### src/rtl/uart_pkg.sv
// Shared definitions for the UART transmitter arbiter: byte width, FSM encoding and
// grant-index width helper.
package uart_pkg;

    localparam int unsigned UART_BYTE_W = 8;

    typedef enum logic [1:0] {
        ARB_IDLE      = 2'd0,
        ARB_START     = 2'd1,
        ARB_WAIT_BUSY = 2'd2,
        ARB_WAIT_DONE = 2'd3
    } arb_state_e;

    // A single requester still needs a 1-bit index.
    function automatic int unsigned grant_width(input int unsigned n);
        return (n > 1) ? $clog2(n) : 1;
    endfunction

endpackage

### src/rtl/rr_pick.sv
// Combinational round-robin picker: first set request strictly after 'last', wrapping,
// built as a double-width masked priority encoder.
module rr_pick
    import uart_pkg::*;
#(
    parameter int unsigned NUM_REQ = 4,
    parameter int unsigned GRANT_W = grant_width(NUM_REQ)
) (
    input  logic [NUM_REQ-1:0] req,
    input  logic [GRANT_W-1:0] last,
    output logic [NUM_REQ-1:0] grant,
    output logic [GRANT_W-1:0] grant_idx,
    output logic               any
);

    logic [NUM_REQ-1:0]   mask;
    logic [2*NUM_REQ-1:0] dbl;

    always_comb begin
        for (int i = 0; i < int'(NUM_REQ); i++) begin
            mask[i] = (i > int'(last));
        end
        // Low half holds requests above the pointer, high half the wrapped-around set.
        dbl = {req, req & mask};

        grant_idx = '0;
        for (int i = 2 * int'(NUM_REQ) - 1; i >= 0; i--) begin
            if (dbl[i]) begin
                grant_idx = (i >= int'(NUM_REQ)) ? GRANT_W'(i - int'(NUM_REQ)) : GRANT_W'(i);
            end
        end

        any = |req;
        for (int i = 0; i < int'(NUM_REQ); i++) begin
            grant[i] = any && (grant_idx == GRANT_W'(i));
        end
    end

endmodule

### src/rtl/uart_tx_arbiter.sv
// Round-robin arbiter sharing one UART transmitter between NUM_REQ byte producers,
// with a sticky flag for a transmitter that never raises BUSY after START.
module uart_tx_arbiter
    import uart_pkg::*;
#(
    parameter int unsigned NUM_REQ       = 4,
    parameter int unsigned START_TIMEOUT = 16,
    localparam int unsigned GRANT_W      = grant_width(NUM_REQ)
) (
    input  logic                           clk,
    input  logic                           rst,
    input  logic [NUM_REQ-1:0]             req,
    input  logic [UART_BYTE_W*NUM_REQ-1:0] req_data,
    output logic [NUM_REQ-1:0]             req_ack,
    output logic                           tx_start,
    output logic [UART_BYTE_W-1:0]         tx_data,
    input  logic                           tx_busy,
    output logic [GRANT_W-1:0]             grant_id,
    output logic                           active,
    output logic                           timeout_err,
    input  logic                           err_clr
);

    localparam int unsigned TIMER_W = $clog2(START_TIMEOUT);

    arb_state_e             state_q, state_d;
    logic [NUM_REQ-1:0]     ack_q, ack_d;
    logic                   start_q, start_d;
    logic [UART_BYTE_W-1:0] data_q, data_d;
    logic [GRANT_W-1:0]     grant_q, grant_d;
    logic [GRANT_W-1:0]     last_q, last_d;
    logic [TIMER_W-1:0]     timer_q, timer_d;
    logic                   err_q, err_d;
    logic                   active_q, active_d;

    logic [NUM_REQ-1:0]     pick_grant;
    logic [GRANT_W-1:0]     pick_idx;
    logic                   pick_any;

    rr_pick #(
        .NUM_REQ (NUM_REQ),
        .GRANT_W (GRANT_W)
    ) u_rr_pick (
        .req       (req),
        .last      (last_q),
        .grant     (pick_grant),
        .grant_idx (pick_idx),
        .any       (pick_any)
    );

    always_comb begin
        state_d = state_q;
        ack_d   = '0;
        start_d = 1'b0;
        data_d  = data_q;
        grant_d = grant_q;
        last_d  = last_q;
        timer_d = timer_q;
        err_d   = err_q;
        if (err_clr) begin
            err_d = 1'b0;
        end

        case (state_q)
            ARB_IDLE: begin
                // A busy transmitter in IDLE belongs to someone else; do not stack a START on it.
                if (pick_any && !tx_busy) begin
                    data_d  = req_data[UART_BYTE_W*pick_idx +: UART_BYTE_W];
                    grant_d = pick_idx;
                    last_d  = pick_idx;
                    ack_d   = pick_grant;
                    start_d = 1'b1;
                    timer_d = '0;
                    state_d = ARB_START;
                end
            end
            ARB_START: begin
                state_d = ARB_WAIT_BUSY;
            end
            ARB_WAIT_BUSY: begin
                if (tx_busy) begin
                    state_d = ARB_WAIT_DONE;
                end else if (timer_q == TIMER_W'(START_TIMEOUT - 1)) begin
                    // Byte is dropped; the pointer already moved so fairness is preserved.
                    err_d   = 1'b1;
                    state_d = ARB_IDLE;
                end else begin
                    timer_d = timer_q + 1'b1;
                end
            end
            ARB_WAIT_DONE: begin
                if (!tx_busy) begin
                    state_d = ARB_IDLE;
                end
            end
            default: begin
                state_d = ARB_IDLE;
            end
        endcase

        active_d = (state_d != ARB_IDLE);
    end

    always_ff @(posedge clk or posedge rst) begin
        if (rst) begin
            state_q  <= ARB_IDLE;
            ack_q    <= '0;
            start_q  <= 1'b0;
            data_q   <= '0;
            grant_q  <= '0;
            last_q   <= GRANT_W'(NUM_REQ - 1);
            timer_q  <= '0;
            err_q    <= 1'b0;
            active_q <= 1'b0;
        end else begin
            state_q  <= state_d;
            ack_q    <= ack_d;
            start_q  <= start_d;
            data_q   <= data_d;
            grant_q  <= grant_d;
            last_q   <= last_d;
            timer_q  <= timer_d;
            err_q    <= err_d;
            active_q <= active_d;
        end
    end

    assign req_ack     = ack_q;
    assign tx_start    = start_q;
    assign tx_data     = data_q;
    assign grant_id    = grant_q;
    assign active      = active_q;
    assign timeout_err = err_q;

endmodule
### config.mk
export PLATFORM = sky130hd
export DESIGN_NAME = uart_tx_arbiter
export DESIGN_NICKNAME = d
export VERILOG_FILES = /design/src/rtl/uart_pkg.sv /design/src/rtl/rr_pick.sv /design/src/rtl/uart_tx_arbiter.sv
export SDC_FILE = /design/constraint.sdc
export NUM_CORES = 1
export LEC_CHECK = 0
export CAP_MARGIN = 20
export CORE_AREA = 2 2 71 73
export CTS_CLUSTER_SIZE = 25
export DETAILED_ROUTE_END_ITERATION = 7
export DIE_AREA = 0 0 73 75
export PLACE_DENSITY = 0.67
export SKIP_CTS_REPAIR_TIMING = 1
export SYNTH_ARGS = -nofsm -noshare
export SYNTH_HDL_FRONTEND = slang
export SYNTH_HIERARCHICAL = 1
export SYNTH_SLANG_ARGS = --single-unit
### constraint.sdc
create_clock -name clk -period 2.3 [get_ports clk]
set_clock_uncertainty 0.05 [all_clocks]
set_input_delay 0.23 -clock clk [delete_from_list [all_inputs] [get_ports clk]]
set_output_delay 0.23 -clock clk [all_outputs]
set_load 0.01 [all_outputs]
==> impl_metrics.ini <==
[yosys]
ys_async_sr_fraction = 1.00
yosys_warnings = 6
synth_area_sq_um = 1350
synth_seq_area_share = 0.466
synth_edf_count = 0
synth_cells = 139
ys_ff_latch = 25
yosysUniqueCellTypes = 34
synth_fp_nets = 180
avgSynthCellArea_sq_um = 9.69
synthFlopType = dfrtp_1

[power_and_ir_drop]
p_clk_frac = 0.134
power_frac_comb = 0.477
power.leakage_uw = 0.000920
swShare = 0.345
p_seq_frac = 0.389
vdd_drop_max_mv = 0.485
p_sw_uw = 665
power_density_nw_per_um2 = 936
p_int_uw = 1260

[clock_network]
clock_latency_ns = 0.27
clockBufferDepth = 2
clkTransAtPathRegs_ns = 0.09
cts_tree = built
htree_levels = 1
cts_root_buf = clkbuf_8
numClockSinks = 25
numCtsBuffers = 3

[global_routing]
grt_first_pass_wirelength_microns = 5420
grt_overflow = 0
grt_pass1_vias = 1204
grt_max_degree = 26
grt_usage = 0.130
grt_antenna_before_repair = 0

[drt]
dr.pass1.iters = 4
route.detailed.drc = 0
dr.first_iter.drc_count = 56
vias = 1231
wl_per_cell_microns = 12.5
antenna_left = 0
routed_wl_microns = 3180
avgViaCountPerCell = 4.85

[sta]
fin_tns_setup_ns = 0
hold_viol = 0
fin_crit_sh = 0.880
max_freq_mhz = 494
worst_pin_slew_ns = 0.344
finalSetupViolations = 0
fin_crit_ns = 2.02
slew_headroom = 0.768
drv_slew = 0
setup_slack_ns = 0.276
rsz0062_at_grt = false

[placed_design]
place_ws_ns = 0.124
port_buffers = 56
routabilityCongestion = 0.874
hpwlAfterDp_microns = 2450

[final_layout]
layout-drive-gt1-share = 0.120
diodes = 0
area_delta_synth_final_pct = 52.5
fillers = 449
final_nets = 242

[setup_path]
r2r_cells = 7
cp_max_fo = 9
worstPathRequired_ns = 2.42
startpoint_type = register
end_kind = register
crit_type = reg -> reg
cp.arrival_ns = 2.14

[floorplanning]
rows = 25
start_util = 0.289
ios = 57
dieWidth_microns = 73
die_area_sq_um = 5480
core_sq_um = 4660
die_h_microns = 75

[run]
maxCapViolations = 0

[min_path]
min_path_type = in -> async

[status]
status = complete, no violations
-- stage by stage --
| stage | total power, uW | area [sq um] | utilization | hold WS, ns | cells |
|---|---|---|---|---|---|
| 2_1_floorplan | 1260 | 1350 | - | 0.206 | 139 |
| 3_3_place_gp | 1670 | 2010 | 0.431 | 0.408 | 250 |
| 3_5_place_dp | 1680 | 2010 | 0.431 | 0.412 | 250 |
| 4_1_cts | 1950 | 2050 | 0.441 | 0.267 | 254 |
| 5_1_grt | 2080 | 2050 | 0.441 | 0.317 | 254 |
| 6_report | 1920 | 2050 | 0.441 | 0.257 | 254 |
-- layout make-up --
type                       count  area [sq um]  area share
clock buffer                   4          45.0      0.0219
inverter                      10          37.5      0.0183
multi-input combinational     99           658       0.320
sequential                    25           628       0.306
tap                           54          67.6      0.0329
timing repair buffer          62           618       0.301
-- cells in the final DEF (no fill, tap or decap), drive strengths merged, types with 2 or more instances in the layout --
cell / count
o21ai: 9
dfstp: 2
and2: 5
nand2b: 2
buf: 6
a21oi: 9
clkbuf: 4
nand3: 4
and3: 2
mux4: 8
a22o: 2
dfrtp: 23
or4: 2
clkdlybuf4s50: 56
nand2: 39
nor2: 5
inv: 10
-- worst paths after layout --
kind / from / endpoint / slack (ns)
hold reg to reg: tx_data[3] / tx_data[3] / 0.43
max in group asynchronous: rst / last_q[1] / 1.64
min in group clk: tx_data[3] / tx_data[3] / 0.43
hold / removal: rst / tx_start / 0.26
setup / recovery: last_q[0] / tx_data[4] / 0.28
setup reg to reg: last_q[0] / tx_data[4] / 0.28
-- cell usage after synthesis, types with 2 or more instances --
master    count  area share
nand3_1       4       0.015
dfrtp_1      23        0.43
or4_1         2       0.011
nor2_1        5       0.014
o21ai_0       7       0.026
a21oi_1       9       0.033
nand2b_1      2      0.0093
and2_1        4       0.019
and3_1        2      0.0093
inv_1         9       0.025
mux4_2        8        0.13
nand2_1      39        0.11
o21ai_1       2      0.0074
clkbuf_1      2      0.0056
dfstp_2       2       0.039
-- worst max-delay path, cell delays in order (launching register included) --
cell and delay [ns]:
dfstp_2 0.61, nand2b_1 0.15, o21ai_1 0.08, a221o_1 0.33, buf_12 0.16, mux4_2 0.41
nand2_1 0.08, nand2_1 0.05
-- logic make-up after synthesis --
group                      synth area share
muxes                                 0.134
AOI/OAI and AO/OA                     0.134
adders and majority gates           0.00928
and+or+nand+nor                       0.212
buffers and inverters                0.0455
DFF                                   0.466
-- flip-flops by register name (all words and copies together) (netlist names) --
register     cells
last_q           2
timeout_err      1
tx_start         1
tx_data          8
active           1
grant_id         2
timer_q          4
state_q          2
req_ack          4
-- per-layer routing --
metal  track usage  routed length [microns]  up-vias
met5             0                        0        -
met4        0.0597                       61        0
li1              -                        -      609
met1         0.167                     1410      575
met3        0.0281                      166        5
met2         0.210                     1540       42
-- power by group through the flow --
stage	Combinational (uW)	Sequential, uW	Clock [uW]
after global placement	919	755	0
after global routing	1020	779	289
final	918	748	258
after CTS	932	747	274
after floorplan	500	761	0
after detailed placement	930	753	0
Power figures use the tool's default switching activity.
